**config.mk**
```make
export PLATFORM = sky130hd
export DESIGN_NAME = cam_frame_receiver
export DESIGN_NICKNAME = d
export VERILOG_FILES = /design/src/rtl/cam_frame_receiver.sv
export SDC_FILE = /design/constraint.sdc
export NUM_CORES = 1
export LEC_CHECK = 0
export CORE_ASPECT_RATIO = 0.5
export CORE_MARGIN = 4
export CORE_UTILIZATION = 30
export CTS_CLUSTER_SIZE = 20
export DETAILED_ROUTE_END_ITERATION = 16
export MAX_ROUTING_LAYER = met4
export SLEW_MARGIN = 30
export SYNTH_ARGS = -nofsm -noshare
export SYNTH_HDL_FRONTEND = slang
export SYNTH_SLANG_ARGS = --single-unit
```
**constraint.sdc**
```tcl
create_clock -name clk -period 3.1 [get_ports clk]
set_clock_uncertainty 0.15 [all_clocks]
set_input_delay 0.62 -clock clk [delete_from_list [all_inputs] [get_ports clk]]
set_output_delay 0.62 -clock clk [all_outputs]
set_load 0.01 [all_outputs]
```
**src/rtl/cam_frame_receiver.sv**
```systemverilog
// cam_frame_receiver
//
// Receiving end of the camera pixel-word handshake. The block asks the
// camera for one word at a time, captures it, and packs PACK consecutive
// words into one wide write word. Each packed word goes out on a
// valid/ready write port with an incrementing address. The last write of
// a frame is tagged, and addressing restarts at FRAME_BASE for the next
// frame.
//
// Parameters
//   BUS_WIDTH  - camera data word width in bits
//   PACK       - camera words per write word (>= 1)
//   ADDR_WIDTH - write address width
//   ADDR_STEP  - address increment per write word
//   FRAME_BASE - address of the first write word of every frame
//   TIMEOUT    - cycles allowed in REQ or WAIT before the transaction is
//                abandoned (>= 1)
//
// Ports
//   clk           in   system clock, rising edge
//   rst_n         in   asynchronous active-low reset
//   capture_en    in   allows new camera requests
//   recieve_ready out  request to the camera
//   in_progress   in   camera acknowledge / transfer pending
//   data          in   camera data word
//   data_valid    in   camera data qualifier
//   frame_end     in   camera frame-end level (may stay high)
//   wr_valid      out  write word available
//   wr_ready      in   downstream accepts the write word
//   wr_data       out  packed word, first captured word in the low slot
//   wr_addr       out  write address
//   wr_last       out  last write word of the frame (qualified by wr_valid)
//   frame_count   out  completed frames, wraps modulo 2^16
//   timeout_err   out  one-cycle pulse when a transaction is abandoned
module cam_frame_receiver #(
    parameter int BUS_WIDTH  = 96,
    parameter int PACK       = 2,
    parameter int ADDR_WIDTH = 28,
    parameter int ADDR_STEP  = 8,
    parameter int FRAME_BASE = 0,
    parameter int TIMEOUT    = 1024
) (
    input  logic                        clk,
    input  logic                        rst_n,
    input  logic                        capture_en,
    output logic                        recieve_ready,
    input  logic                        in_progress,
    input  logic [BUS_WIDTH-1:0]        data,
    input  logic                        data_valid,
    input  logic                        frame_end,
    output logic                        wr_valid,
    input  logic                        wr_ready,
    output logic [BUS_WIDTH*PACK-1:0]   wr_data,
    output logic [ADDR_WIDTH-1:0]       wr_addr,
    output logic                        wr_last,
    output logic [15:0]                 frame_count,
    output logic                        timeout_err
);

    localparam int DATA_W = BUS_WIDTH * PACK;
    localparam int SLOT_W = (PACK > 1) ? $clog2(PACK) : 1;
    localparam int TMO_W  = $clog2(TIMEOUT + 1);

    localparam logic [SLOT_W-1:0]     SLOT_LAST = SLOT_W'(PACK - 1);
    localparam logic [TMO_W-1:0]      TMO_LAST  = TMO_W'(TIMEOUT - 1);
    localparam logic [ADDR_WIDTH-1:0] ADDR_BASE = ADDR_WIDTH'(FRAME_BASE);
    localparam logic [ADDR_WIDTH-1:0] ADDR_INC  = ADDR_WIDTH'(ADDR_STEP);

    typedef enum logic [1:0] {
        ST_IDLE = 2'd0,
        ST_REQ  = 2'd1,
        ST_WAIT = 2'd2,
        ST_OUT  = 2'd3
    } state_t;

    state_t              state_r;
    state_t              state_nxt_s;

    logic [SLOT_W-1:0]   slot_cnt_r;
    logic [SLOT_W-1:0]   slot_cnt_nxt_s;
    logic [DATA_W-1:0]   slots_r;
    logic [DATA_W-1:0]   slots_nxt_s;
    logic                prev_fe_r;
    logic                prev_fe_nxt_s;
    logic [TMO_W-1:0]    tmo_cnt_r;
    logic [TMO_W-1:0]    tmo_cnt_nxt_s;

    logic                rr_nxt_s;
    logic                valid_nxt_s;
    logic [DATA_W-1:0]   data_nxt_s;
    logic [ADDR_WIDTH-1:0] addr_nxt_s;
    logic                last_nxt_s;
    logic [15:0]         fc_nxt_s;
    logic                tmo_err_nxt_s;

    logic                capture_s;
    logic                fe_rise_s;
    logic                pack_done_s;
    int                  slot_idx_s;
    logic [DATA_W-1:0]   slots_wr_s;
    logic [DATA_W-1:0]   pack_s;

    // Data is only trusted once the camera has dropped its acknowledge;
    // data_valid seen during REQ or while in_progress is high is ignored.
    assign capture_s   = (state_r == ST_WAIT) && !in_progress && data_valid;
    // frame_end is a level that may stay high, so only its rising edge
    // across captures marks the end of a frame.
    assign fe_rise_s   = frame_end & ~prev_fe_r;
    assign pack_done_s = (slot_cnt_r == SLOT_LAST) || fe_rise_s;
    assign slot_idx_s  = int'(slot_cnt_r);

    // Slot write-back and packed word: slots above the current one are
    // zeroed so a short (frame-end) pack never leaks stale words.
    always_comb begin
        slots_wr_s = slots_r;
        pack_s     = {DATA_W{1'b0}};
        for (int i = 0; i < PACK; i++) begin
            if (i == slot_idx_s) begin
                slots_wr_s[i*BUS_WIDTH +: BUS_WIDTH] = data;
                pack_s[i*BUS_WIDTH +: BUS_WIDTH]     = data;
            end else if (i < slot_idx_s) begin
                pack_s[i*BUS_WIDTH +: BUS_WIDTH]     = slots_r[i*BUS_WIDTH +: BUS_WIDTH];
            end else begin
                pack_s[i*BUS_WIDTH +: BUS_WIDTH]     = {BUS_WIDTH{1'b0}};
            end
        end
    end

    // Next-state and next-output logic of the request/capture/write FSM.
    always_comb begin
        state_nxt_s    = state_r;
        rr_nxt_s       = recieve_ready;
        valid_nxt_s    = wr_valid;
        data_nxt_s     = wr_data;
        addr_nxt_s     = wr_addr;
        last_nxt_s     = wr_last;
        fc_nxt_s       = frame_count;
        tmo_err_nxt_s  = 1'b0;
        slot_cnt_nxt_s = slot_cnt_r;
        slots_nxt_s    = slots_r;
        prev_fe_nxt_s  = prev_fe_r;
        tmo_cnt_nxt_s  = tmo_cnt_r;

        case (state_r)
            ST_IDLE: begin
                // A pending write word is backpressure: no new request.
                if (capture_en && !wr_valid) begin
                    state_nxt_s   = ST_REQ;
                    rr_nxt_s      = 1'b1;
                    tmo_cnt_nxt_s = {TMO_W{1'b0}};
                end else begin
                    state_nxt_s   = ST_IDLE;
                end
            end

            ST_REQ: begin
                if (in_progress) begin
                    state_nxt_s   = ST_WAIT;
                    rr_nxt_s      = 1'b0;
                    tmo_cnt_nxt_s = {TMO_W{1'b0}};
                end else if (tmo_cnt_r == TMO_LAST) begin
                    state_nxt_s   = ST_IDLE;
                    rr_nxt_s      = 1'b0;
                    tmo_err_nxt_s = 1'b1;
                end else begin
                    tmo_cnt_nxt_s = tmo_cnt_r + TMO_W'(1);
                end
            end

            ST_WAIT: begin
                if (capture_s) begin
                    slots_nxt_s   = slots_wr_s;
                    prev_fe_nxt_s = frame_end;
                    if (pack_done_s) begin
                        state_nxt_s    = ST_OUT;
                        valid_nxt_s    = 1'b1;
                        data_nxt_s     = pack_s;
                        last_nxt_s     = fe_rise_s;
                        slot_cnt_nxt_s = {SLOT_W{1'b0}};
                    end else begin
                        state_nxt_s    = ST_IDLE;
                        slot_cnt_nxt_s = slot_cnt_r + SLOT_W'(1);
                    end
                end else if (tmo_cnt_r == TMO_LAST) begin
                    // Abandon the transfer; packed slots and address survive.
                    state_nxt_s   = ST_IDLE;
                    rr_nxt_s      = 1'b0;
                    tmo_err_nxt_s = 1'b1;
                end else begin
                    tmo_cnt_nxt_s = tmo_cnt_r + TMO_W'(1);
                end
            end

            ST_OUT: begin
                if (wr_ready) begin
                    state_nxt_s = ST_IDLE;
                    valid_nxt_s = 1'b0;
                    last_nxt_s  = 1'b0;
                    if (wr_last) begin
                        addr_nxt_s = ADDR_BASE;
                        fc_nxt_s   = frame_count + 16'd1;
                    end else begin
                        addr_nxt_s = wr_addr + ADDR_INC;
                    end
                end else begin
                    state_nxt_s = ST_OUT;
                end
            end

            default: begin
                state_nxt_s = ST_IDLE;
                rr_nxt_s    = 1'b0;
                valid_nxt_s = 1'b0;
                last_nxt_s  = 1'b0;
            end
        endcase
    end

    // State, pack storage and registered outputs.
    always_ff @(posedge clk or negedge rst_n) begin
        if (!rst_n) begin
            state_r       <= ST_IDLE;
            recieve_ready <= 1'b0;
            wr_valid      <= 1'b0;
            wr_data       <= {DATA_W{1'b0}};
            wr_addr       <= ADDR_BASE;
            wr_last       <= 1'b0;
            frame_count   <= 16'd0;
            timeout_err   <= 1'b0;
            slot_cnt_r    <= {SLOT_W{1'b0}};
            slots_r       <= {DATA_W{1'b0}};
            prev_fe_r     <= 1'b0;
            tmo_cnt_r     <= {TMO_W{1'b0}};
        end else begin
            state_r       <= state_nxt_s;
            recieve_ready <= rr_nxt_s;
            wr_valid      <= valid_nxt_s;
            wr_data       <= data_nxt_s;
            wr_addr       <= addr_nxt_s;
            wr_last       <= last_nxt_s;
            frame_count   <= fc_nxt_s;
            timeout_err   <= tmo_err_nxt_s;
            slot_cnt_r    <= slot_cnt_nxt_s;
            slots_r       <= slots_nxt_s;
            prev_fe_r     <= prev_fe_nxt_s;
            tmo_cnt_r     <= tmo_cnt_nxt_s;
        end
    end

endmodule

```
# Word level (Yosys, flattened, before mapping)

Cells that the tools add are included.

Bits in registers: 447
Logic and storage cells: 82
Output and inout port bits: 240
Bits of input ports: 103

Reductions and logical operators: 18
$add $sub $neg: 4
Bitwise logic cells: 2
Equal/unequal tests: 9
Mux-type cells: 34
Order comparisons: 2

Operator list:

| operator                | count |
|---|---|
| $mux W96                | 4 |
| $mux W11                | 4 |
| $pmux W11 S3            | 1 |
| $logic_not A32 Y1       | 1 |
| $add A28 B4 Y28 const B | 1 |
| $mux W28                | 1 |
| $add A16 B1 Y16 const B | 1 |
| $reduce_and A3 Y1       | 5 |
| $mux W1                 | 14 |
| $add A11 B1 Y11 const B | 1 |
| $eq A11 B10 Y1 const B  | 1 |
| $mux W2                 | 5 |
| $ne A2 B2 Y1 const B    | 5 |
| $pmux W2 S4             | 1 |
| $pmux W1 S2             | 3 |
| $eq A2 B2 Y1 const B    | 2 |
| $reduce_and A2 Y1       | 2 |
| $reduce_and A4 Y1       | 1 |
| $logic_and A1 B1 Y1     | 3 |
| $pmux W1 S3             | 1 |
| $reduce_bool A3 Y1      | 1 |
| $eq A2 B1 Y1 const B    | 1 |
| $logic_not A1 Y1        | 2 |
| $logic_not A2 Y1        | 1 |
| other kinds (6)         | 7 |

# Logic depth before layout (Yosys ltp)

Depth in word-level cells: 6
Depth in mapped cells: 9
Depth with buffers taken out: 7

# Worst setup path before layout

OpenSTA, ideal clock, no wires.

Kind: register to register
Start point: reg state_r[0]
End point: reg slots_r[55]
Stages on the path, launching flop included: 8
Setup time: 0.125 ns
Arrival: 1.804 ns
Slack: 1.021 ns
Required time: 2.825 ns
Buffers on the path: 3
Period minus slack after synthesis: 2.079 ns
Cells stage by stage: dfrtp_1 > inv_1 > ha_1 > nor4bb_1 > buf_2 > buf_4 > buf_4 > mux2_2

Cells in the longest elaborated chain, start to end: 4

RTL lines:

| what                             | line     | source |
|---|---|---|
| start: declaration               | 76       | `state_t state_r;` |
| start signal: assignment         | 235      | `state_r <= state_nxt_s;` |
| $eq A2 B2 Y1 (*)                 | 105, 144 |  |
| $logic_and A1 B1 Y1 (2 in a row) | 105      | `assign capture_s = (state_r == ST_WAIT) && !in_progress && data_valid;` |
| $reduce_and A3 Y1 (no line) (*)  | n/a      |  |
| end signal: assignment           | 231      | `slots_r <= {DATA_W{1'b0}};` |
| end signal: assignment           | 244      | `slots_r <= slots_nxt_s;` |
| end: declaration                 | 81       | `logic [DATA_W-1:0] slots_r;` |

Mark *: on every way between the ends. The rest lies on a longest branch, timed or not.
A chain may end at the register's enable or synchronous reset.

# Final worst setup path

Start point: reg state_r[0]
End point: reg slots_r[81]

The elaborated chain is that of the path after synthesis.

==> qor.txt <==
outcome - finished, final reports clean
Synth-to-Final Area Change - 37.1%
Peak VDD IR - 0.000316 V
Crit path largest cell delay - 0.43 ns
Peak Freq - 412 MHz
Crit path max-delay family - buffers and inverters
vias in the first global route - 10066
antenna viol nets, final - 0
max-cap violation count - 0
CTS tree - done
CTS Sinks - 348
Max Slew Vio Count - 0
fin crit share - 78.3%
top_reg_cell synth - dfrtp_1
Final Hold Viols - 0
worst hold path depth - 2
Syn. warnings - 0
Fin Setup TNS - 0 ns
Hold WC Path Type - flip-flop to flip-flop
HPWL Detailed - 28.7 mm
Core ar. - 47100 um^2
R2R setup slack - 0.67 ns
worst-path fanout max - 33
leading area contributor after synthesis - dfrtp_1
synthesized area - 14400 um^2
post-synthesis register bit count - 348
# IOs - 343
Initial Utilization - 30.5%
Synth cell types - 46
hold path start - prev_fe_r
die span in x - 318 um
grt total ovfl - 0
GPL Wtd Cong - 0.790
FILL cells - 4436
Avg WL per Cell - 18.7 um
Initial DRT Pass Iterations - 4
most used cell, CP - buf_12
Crit Reg-Reg Endpoint - slots_r[81]
Post-synth EDFFs - 0
top-area cell type share of the netlist area - 60.5%
largest net degree at the start of global routing - 66
die area - 51700 um^2
Reg clk slew, reported paths - 0.06 ns
Worst setup EP type - flip-flop
root buf cell - clkbuf_16
FP Rows - 56
Post-synth ARST share - 100%
critical setup path kind - flip-flop to flip-flop
PortBufs - 339
Clock Latency Late Sink - 0.52 ns
CTS Buffer Depth - 3
Final Routed Wirelength - 40.1 mm
Tot GR Track Use - 15.5%
sequential area share after synthesis - 60.5%
Buf/Inv on CP - 3
ratio of cells with drive above 1 in the final layout - 12.9%
PD cells - 726 nW/um^2
first-pass GRT wire length - 61.7 mm
CP Data Arrival Time - 2.67 ns
Final setup viols - 0
Final Critical Period - 2.43 ns
worst slew pin tran - 0.762 ns
Tot Pwr - 14.3 mW
Placed Area - 18600 um^2
DR DRC count - 0
Relative slew margins - 48.8%
Final Net Count - 1597
drt via density - 4.68
fin area - 19700 um^2
CTS Buf Count - 36
Resized cells post-CTS - 0
H-tree Lvls - 2
Post-Synthesis Cells - 1149
synth top area cells - dfrtp_1 (61%), mux2_2 (7.7%), mux2i_1 (6.8%)
worst-case reg-to-reg path depth - 6
critical path cell sequence - inv_1, ha_1, nor4bb_4, buf_12, buf_12, mux2_2
CP Launch Type - flip-flop
CP required - 3.35 ns
initial antenna violation count - 4
Die Y - 163 um
P_leak - 9.12 nW
Synth Area per Inst - 12.5 um^2
Worst path slowest cell - dfrtp_1
RSZ-0062 raised after global routing - false
1st-iter DRT viols - 494
worst hold endpoint - prev_fe_r
Via Count - 10055
RR Startpoint - state_r[0]
tightest hold or removal path, cell delays in order (launching register included):
cell     delay, ns
dfrtp_1       0.34
nand2_1       0.05
nand2_1       0.06
kinds of logic (layout without fill, tap and decap cells):
| group | after synthesis | count (layout) | synth area share, % |
|---|---|---|---|
| xor+xnor | 35 | 35 | 2.13 |
| other cells | 1 | 7 | 0.0261 |
| mux | 195 | 195 | 14.4 |
| fa+ha+maj | 8 | 8 | 0.696 |
| buf+inv | 85 | 441 | 3.24 |
| flops | 348 | 348 | 60.5 |
| compound gates | 244 | 244 | 11.5 |
| simple gates | 233 | 233 | 7.40 |
report_power, final:
group / total, mW / internal [mW] / switching (mW) / leakage [nW]
Sequential: 6.12 / 5.50 / 0.620 / 4.77
Clock: 4.15 / 2.40 / 1.75 / 0.553
Combinational: 4.05 / 2.39 / 1.66 / 3.79
cell usage in the layout (no fill, tap or decap), types with 5 or more instances in the layout:
master,count
o21ai_1,59
clkbuf_1,7
a21oi_1,10
nor2_1,30
a31oi_1,6
mux2_2,98
nand3_1,23
inv_1,10
mux2i_1,97
nand4_1,10
buf_4,18
clkbuf_16,37
nor3_1,8
buf_12,13
o21ai_0,55
a22o_1,100
nand2_1,128
and3_1,9
clkinv_2,7
xor2_1,21
nand2b_1,5
dfrtp_1,347
xnor2_1,14
clkdlybuf4s50_1,338
clkbuf_8,6
ha_1,8
state kept, by name (all words and copies together) (netlist names):
signal and flops:
timeout_err 1, wr_addr 25, wr_data 192, tmo_cnt_r 11, prev_fe_r 1, slot_cnt_r 1, recieve_ready 1, wr_last 1
slots_r 96, frame_count 16, state_r 2, wr_valid 1
layout make-up:
type	count	area [um^2]	area share, %
inverter	11	41.3	0.209
multi-input combinational	718	5250	26.6
tap	638	798	4.05
clock inverter	9	73.8	0.374
antenna	4	10.0	0.0508
clock buffer	50	1030	5.25
timing repair buffer	371	3800	19.3
sequential	348	8710	44.2
cells in the mapped netlist, types with 10 or more instances:
cell type	instances
nand3_1	23
clkbuf_1	26
o21ai_0	55
dfrtp_1	348
mux2i_1	97
o21ai_1	59
buf_6	10
a22o_1	100
buf_2	27
nor2_1	31
a21oi_1	10
mux2_2	98
xor2_1	21
nand4_1	10
inv_1	10
nand2_1	128
buf_4	10
xnor2_1	14
repair_timing:
| item | 4_1_cts | 5_1_grt |
|---|---|---|
| endpoints found under the hold margin | 57 | 0 |
| hold buffers | 1 | 0 |
| buffers inserted | 0 | 0 |
worst max path at each step:
stage / start / end / slack (ns) / depth (start not counted)
floorplan: state_r[0] / slots_r[55] / 1.02 / 7
global placement: in_progress / state_r[0] / 0.29 / 6
detailed placement: in_progress / state_r[0] / 0.29 / 6
CTS: state_r[0] / slots_r[3] / 0.67 / 6
global route: state_r[0] / slots_r[87] / 0.56 / 6
finish: state_r[0] / slots_r[81] / 0.67 / 6
per-stage QoR:
stage | hold slack [ns] | std cells | utilization [%] | worst slack [ns]
finish | 0.328 | 2149 | 41.9 | 0.672
global route | 0.346 | 2149 | 41.9 | 0.557
CTS | 0.334 | 2145 | 41.9 | 0.668
detailed placement | 0.320 | 2085 | 39.5 | 0.290
global placement | 0.311 | 2085 | 39.5 | 0.294
floorplan | 0.174 | 1151 | - | 1.02
routing by layer:
metal / part of all wire, % / vias up / GRT usage, %
met3: 2.1 / 74 / 1.76
met1: 40 / 5103 / 17.8
li1: - / 4763 / -
met4: 3.0 / 0 / 5.58
met5: 0 / - / -
met2: 55 / 115 / 28.2
Note: power is estimated with default switching activity, not from simulation.
